### config.mk
export PLATFORM = sky130hd
export DESIGN_NAME = pe_array_sequencer
export DESIGN_NICKNAME = d
export VERILOG_FILES = /design/src/rtl/pe_array_sequencer.sv
export SDC_FILE = /design/constraint.sdc
export NUM_CORES = 1
export LEC_CHECK = 0
export CORE_MARGIN = 3
export CORE_UTILIZATION = 45
export DETAILED_ROUTE_END_ITERATION = 10
export HOLD_SLACK_MARGIN = 0.12
export PLACE_DENSITY = 0.7
export SLEW_MARGIN = 25
export SYNTH_ARGS = -nofsm -noshare
export SYNTH_HDL_FRONTEND = slang
export SYNTH_SLANG_ARGS = --single-unit
### constraint.sdc
create_clock -name clk -period 5.65 [get_ports clk]
set_clock_uncertainty 0.1 [all_clocks]
set_input_delay 1.13 -clock clk [delete_from_list [all_inputs] [get_ports clk]]
set_output_delay 1.13 -clock clk [all_outputs]
set_load 0.01 [all_outputs]
### src/rtl/pe_array_sequencer.sv
// Segment sequencer for the Smith-Waterman PE array: tiles the query over
// N PEs, streams the target column per segment and waits out the max tree.
module pe_array_sequencer #(
    parameter int N       = 64,
    parameter int N_LOG   = 6,
    parameter int MAX_LAT = 6,
    parameter int PASS_W  = 16
) (
    input  logic              clk,
    input  logic              rst,
    input  logic              i_start,
    output logic              o_busy,
    output logic              o_done,
    output logic              o_max_init,
    input  logic              i_s_valid,
    input  logic [1:0]        i_s,
    input  logic              i_s_last,
    output logic              o_s_ready,
    output logic              o_pe_s_we,
    output logic [N_LOG-1:0]  o_pe_s_idx,
    output logic [1:0]        o_pe_s,
    output logic [N-1:0]      o_pe_enable,
    input  logic              i_t_valid,
    input  logic              i_t_last,
    output logic              o_t_ready,
    output logic              o_pe_lock,
    output logic              o_newline,
    output logic              o_col_valid,
    output logic [PASS_W-1:0] o_pass
);

    localparam int LW = N_LOG + 1;
    localparam int WW = $clog2(MAX_LAT) + 1;

    typedef enum logic [2:0] {
        IDLE, LOAD_S, RUN, DRAIN, WAIT_MAX, DONE
    } state_t;

    state_t state, state_nx;

    logic [LW-1:0]    loaded_cnt;
    logic [LW-1:0]    drain_cnt;
    logic [WW-1:0]    wait_cnt;
    logic             last_seg;
    logic             nl_pend;
    logic [N-1:0]     vp;
    logic             start_acc;
    logic             s_acc;
    logic             t_acc;
    logic             load_end;
    logic             drain_end;
    logic             wait_end;
    logic             next_seg;
    logic [N_LOG-1:0] vp_sel;
    logic [N_LOG-1:0] mask_idx;

    always_ff @(posedge clk or posedge rst) begin
        if (rst) state <= IDLE;
        else     state <= state_nx;
    end

    always_comb begin
        state_nx    = state;
        o_s_ready   = 1'b0;
        o_t_ready   = 1'b0;
        o_pe_lock   = 1'b0;
        o_newline   = 1'b0;
        start_acc   = 1'b0;
        s_acc       = 1'b0;
        t_acc       = 1'b0;
        load_end    = 1'b0;
        drain_end   = 1'b0;
        wait_end    = 1'b0;
        unique case (state)
            IDLE: begin
                start_acc = i_start;
                if (i_start) state_nx = LOAD_S;
            end
            LOAD_S: begin
                o_s_ready = 1'b1;
                s_acc     = i_s_valid;
                load_end  = s_acc & (i_s_last | (loaded_cnt == LW'(N - 1)));
                if (load_end) state_nx = RUN;
            end
            RUN: begin
                o_t_ready = 1'b1;
                o_pe_lock = ~i_t_valid;
                t_acc     = i_t_valid;
                o_newline = nl_pend & i_t_valid;
                if (t_acc & i_t_last) state_nx = DRAIN;
            end
            DRAIN: begin
                drain_end = (drain_cnt == loaded_cnt - LW'(1));
                if (drain_end) state_nx = last_seg ? WAIT_MAX : LOAD_S;
            end
            WAIT_MAX: begin
                wait_end = (wait_cnt == WW'(MAX_LAT - 1));
                if (wait_end) state_nx = DONE;
            end
            DONE:    state_nx = IDLE;
            default: state_nx = IDLE;
        endcase
        next_seg    = drain_end & ~last_seg;
        vp_sel      = loaded_cnt[N_LOG-1:0] - N_LOG'(1);
        mask_idx    = N_LOG'(N - 1) - loaded_cnt[N_LOG-1:0];
        // A frozen array repeats its output, so locked cycles carry no beat
        o_col_valid = (loaded_cnt != '0) & vp[vp_sel] & ~o_pe_lock;
    end

    always_ff @(posedge clk or posedge rst) begin
        if (rst) begin
            o_pe_s_we   <= 1'b0;
            o_pe_s_idx  <= '0;
            o_pe_s      <= '0;
            o_pe_enable <= '0;
            o_pass      <= '0;
            o_busy      <= 1'b0;
            o_done      <= 1'b0;
            o_max_init  <= 1'b0;
            loaded_cnt  <= '0;
            drain_cnt   <= '0;
            wait_cnt    <= '0;
            last_seg    <= 1'b0;
            nl_pend     <= 1'b0;
            vp          <= '0;
        end else begin
            o_pe_s_we  <= s_acc;
            o_max_init <= start_acc;
            o_done     <= wait_end;
            if (s_acc) begin
                o_pe_s_idx <= loaded_cnt[N_LOG-1:0];
                o_pe_s     <= i_s;
            end
            if (start_acc | next_seg) begin
                o_pe_enable <= '0;
                loaded_cnt  <= '0;
            end else if (s_acc) begin
                o_pe_enable[mask_idx] <= 1'b1;
                loaded_cnt            <= loaded_cnt + LW'(1);
            end
            if (start_acc)               last_seg <= 1'b0;
            else if (s_acc & i_s_last)   last_seg <= 1'b1;
            if (start_acc)     o_pass <= '0;
            else if (next_seg) o_pass <= o_pass + PASS_W'(1);
            if (load_end)   nl_pend <= 1'b1;
            else if (t_acc) nl_pend <= 1'b0;
            if (state == DRAIN && !drain_end) drain_cnt <= drain_cnt + LW'(1);
            else                              drain_cnt <= '0;
            if (state == WAIT_MAX && !wait_end) wait_cnt <= wait_cnt + WW'(1);
            else                                wait_cnt <= '0;
            if (start_acc)       vp <= '0;
            else if (!o_pe_lock) vp <= {vp[N-2:0], t_acc};
            if (start_acc)          o_busy <= 1'b1;
            else if (state == DONE) o_busy <= 1'b0;
        end
    end

endmodule

==> results by group <==
Floorplanning
  – Initial Utilization: 46.5%
  – Width of the die: 141 um
  – Row count: 48
  – Core ar.: 0.0175 mm2
  – Die area: 0.0198 mm2
  – Die Ht: 141 um
  – Io pins: 106

STA
  – Fin crit share: 87.8%
  – # setup viols final: 0
  – Final Hold Viols: 0
  – Post-layout min period: 4.96 ns
  – Sum Neg Setup Slack: 0 ns
  – Setup repair after global routing missed its margin: no
  – Fmax: 0.202 GHz
  – Hold Worst Slack: 0.380 ns
  – Max Transition Viols Final: 0
  – Worst slew margin: 24.2%
  – Slew @ Worst Pin: approximately 1.1 ns

Pwr
  – Pwr/cell area: 440 mW/mm2
  – Sw Ratio: 38.0%
  – IR Drop Worst-Case VDD: just under 0.3 mV
  – Clk pwr share: 27.7%
  – Total Power: 4.42 mW
  – P_int: 2.74 mW
  – Register share of total power: 39.8%
  – Net Sw Power: ~1.7 mW
  – Lkg Pwr: approximately 4.4 nW
  – Comb pwr share: 32.5%

Global routing
  – Largest net degree at the start of global routing: 180
  – GRT Total Usage: a little over a fifth
  – First-pass GRT wire length: approximately 34000 um
  – Vias in the first global route: 6369
  – Initial antenna violation count: 0
  – GR Overflow Total: 0

Critical path
  – WP data required: between 4 and 5 ns
  – CP endpoint kind: primary output
  – CP max FO: 12
  – Worst-path cell chain: inv_1, ha_1, xnor2_1, nand2_1, a32oi_1, a31oi_1, nor3_1, a32o_1, clkdlybuf4s50_1
  – Setup Crit Path Kind: reg2out
  – CP Data Arrival Time: 3.73 ns
  – Crit-path max cell delay: 0.77 ns
  – Worst setup SP type: flip-flop
  – Worst path slowest cell: xnor2_1

CTS
  – Num CTS Buffers: 17
  – CTS tree: done
  – Clock Path Buffers: 2
  – Post-CTS Setup Repair Bufs: 0
  – Clk Tree Root Cell: clkbuf_16
  – Clock sink count: between 150 and 200
  – Clock latency reported for the late side of the worst-skew pair: 0.44 ns
  – H-tree levels: 4
  – Hold-fix buffers, CTS: 0
  – Clk slew on worst S/H paths: 0.07 ns
  – # resized after CTS: 0

Job
  – Max capacitance violation total: 0

Place
  – Gpl congestion: 0.813
  – IO Port Bufs: around 110
  – Placed inst area: 0.00938 mm2
  – DP HPWL: 12700 um

Route
  – Initial DRC count: 474
  – Routed WL: 20200 um
  – Antenna Nets Post-Route: 0
  – DR pass1 iterations: 4
  – DRC viols: 0
  – Detailed-route wire length per cell: 16.8 um
  – Vias per cell: 5.45
  – Vias: 6530

Cells and area
  – Final design utilization: 57.3%
  – Fin nets: 977
  – FILL cells: 1535
  – Fin area: 0.0100 mm2
  – Share of cells above drive strength 1: 7.19%
  – # diodes: 0
  – Area growth, synth to finish: 23.0%

Logic synthesis
  – Post-synth top area cell: dfrtp_1
  – Total nets after synthesis: just under 900
  – Synthesized area: between 0.008 and 0.009 mm2
  – #FFs+latches synth: 179
  – Number of flops mapped to enable cells by yosys: 0
  – Synth warnings: 0
  – Top FF cell, synth: dfrtp_1
  – Post-synth top area share: 54.9%
  – Synth unique cells: 56
  – Seq/Total Area, Yosys: 54.9%
  – Most instantiated library cell after synthesis: nand2_1
  – Most frequent cells after synthesis: nand2_1, dfrtp_1, a21oi_1
  – Most area-consuming cells after synthesis: dfrtp_1, nand2_1, a21oi_1
  – Gate Count Post-Synth: between 800 and 900
  – Syn avg cell area: 9.30 um2
  – Post-synth ARST share: between 90% and 100%

Status
  – Status: finished, final reports clean

Worst hold path
  – Worst min path class: reg2reg
layout make-up:
| class | instances | area [um2] | share of cell area (%) |
|---|---|---|---|
| clock buffers | 17 | 425 | 4.24 |
| multi-input cells | 627 | 3400 | 33.8 |
| clock inverters | 15 | 196 | 1.96 |
| inverters | 16 | 63.8 | 0.636 |
| flip-flops and latches | 179 | 4480 | 44.6 |
| well taps | 225 | 282 | 2.80 |
| repair buffers | 120 | 1200 | 11.9 |
placed cells by master, fill, tap and decap left out, types with 4 or more instances in the layout:
cell type	n
nand3_1	25
ha_1	7
nor3_1	11
and3_1	8
or3_1	4
xnor2_1	16
mux2i_1	8
clkbuf_16	17
inv_1	12
a31oi_1	4
a21oi_1	142
mux4_2	9
nor2_1	106
o211ai_1	4
o21ai_0	11
xor2_1	8
clkdlybuf4s50_1	105
o31ai_1	10
or4_1	8
nand4_1	7
nand2_1	190
dfrtp_1	179
o21ai_1	4
nor2b_1	4
buf_4	13
clkinv_8	5
inv_8	5
path summary, 6_finish.rpt:
check / from / end / slack, ns / cells past startpoint
min in group asynchronous: rst / state[1] / 0.99 / 3
setup / recovery: loaded_cnt[1] / o_col_valid / 0.69 / 9
setup reg to reg: loaded_cnt[1] / o_pe_enable[47] / 2.13 / 9
hold reg to reg: o_pe_s[0] / o_pe_s[0] / 0.38 / 2
hold / removal: o_pe_s[0] / o_pe_s[0] / 0.38 / 2
max in group asynchronous: rst / o_pe_enable[55] / 3.54 / 4
power groups by stage:
stage | Clock, mW | Combinational, mW | Sequential [mW]
after floorplan | 0 | 0.974 | 1.73
after global placement | 0 | 1.42 | 1.78
after detailed placement | 0 | 1.44 | 1.78
after CTS | 1.25 | 1.44 | 1.75
after global routing | 1.31 | 1.59 | 1.80
final | 1.22 | 1.43 | 1.76
through the flow:
| step | std cells | setup WS (ns) |
|---|---|---|
| 4_1_cts | 1198 | 0.691 |
| 3_5_place_dp | 1166 | 1.17 |
| 2_1_floorplan | 878 | 1.67 |
| 6_report | 1199 | 0.692 |
| 3_3_place_gp | 1166 | 1.27 |
| 5_1_grt | 1199 | 0.407 |
registers in the layout, summed over array words and instances (netlist names), 2 cells and up:
signal / cells
drain_cnt: 7
o_pass: 16
o_pe_s_idx: 6
wait_cnt: 4
vp: 64
o_pe_s: 2
loaded_cnt: 7
state: 3
o_pe_enable: 64
routing by layer:
layer / track usage [%] / share of wire, % / vias up
met1: 30.0 / 46 / 3216
met2: 31.8 / 48 / 134
li1: - / - / 3154
met5: 0 / 0 / -
met4: 6.43 / 1.6 / 0
met3: 4.68 / 4.4 / 26
cells by family (layout without fill, tap and decap cells):
group                      after synthesis  count (layout)  share of synthesized area (%)
buffers and inverters                   72             168                           3.76
and+or+nand+nor                        381             381                           20.1
DFF                                    179             179                           54.9
adders and majority gates                7               7                           1.07
muxes                                   18              18                           3.60
AOI/OAI and AO/OA                      194             194                           13.3
xor gates and xnor gates                27              27                           3.33
critical path: cells and delay by family (launching register included):
| family | cells | cell delay, ns |
|---|---|---|
| compound gates | 3 | 0.54 |
| xor+xnor | 1 | 0.77 |
| fa+ha+maj | 1 | 0.37 |
| buf+inv | 2 | 0.76 |
| flops | 1 | 0.54 |
| simple gates | 2 | 0.30 |
No activity file was read; power rests on OpenSTA's default activity.
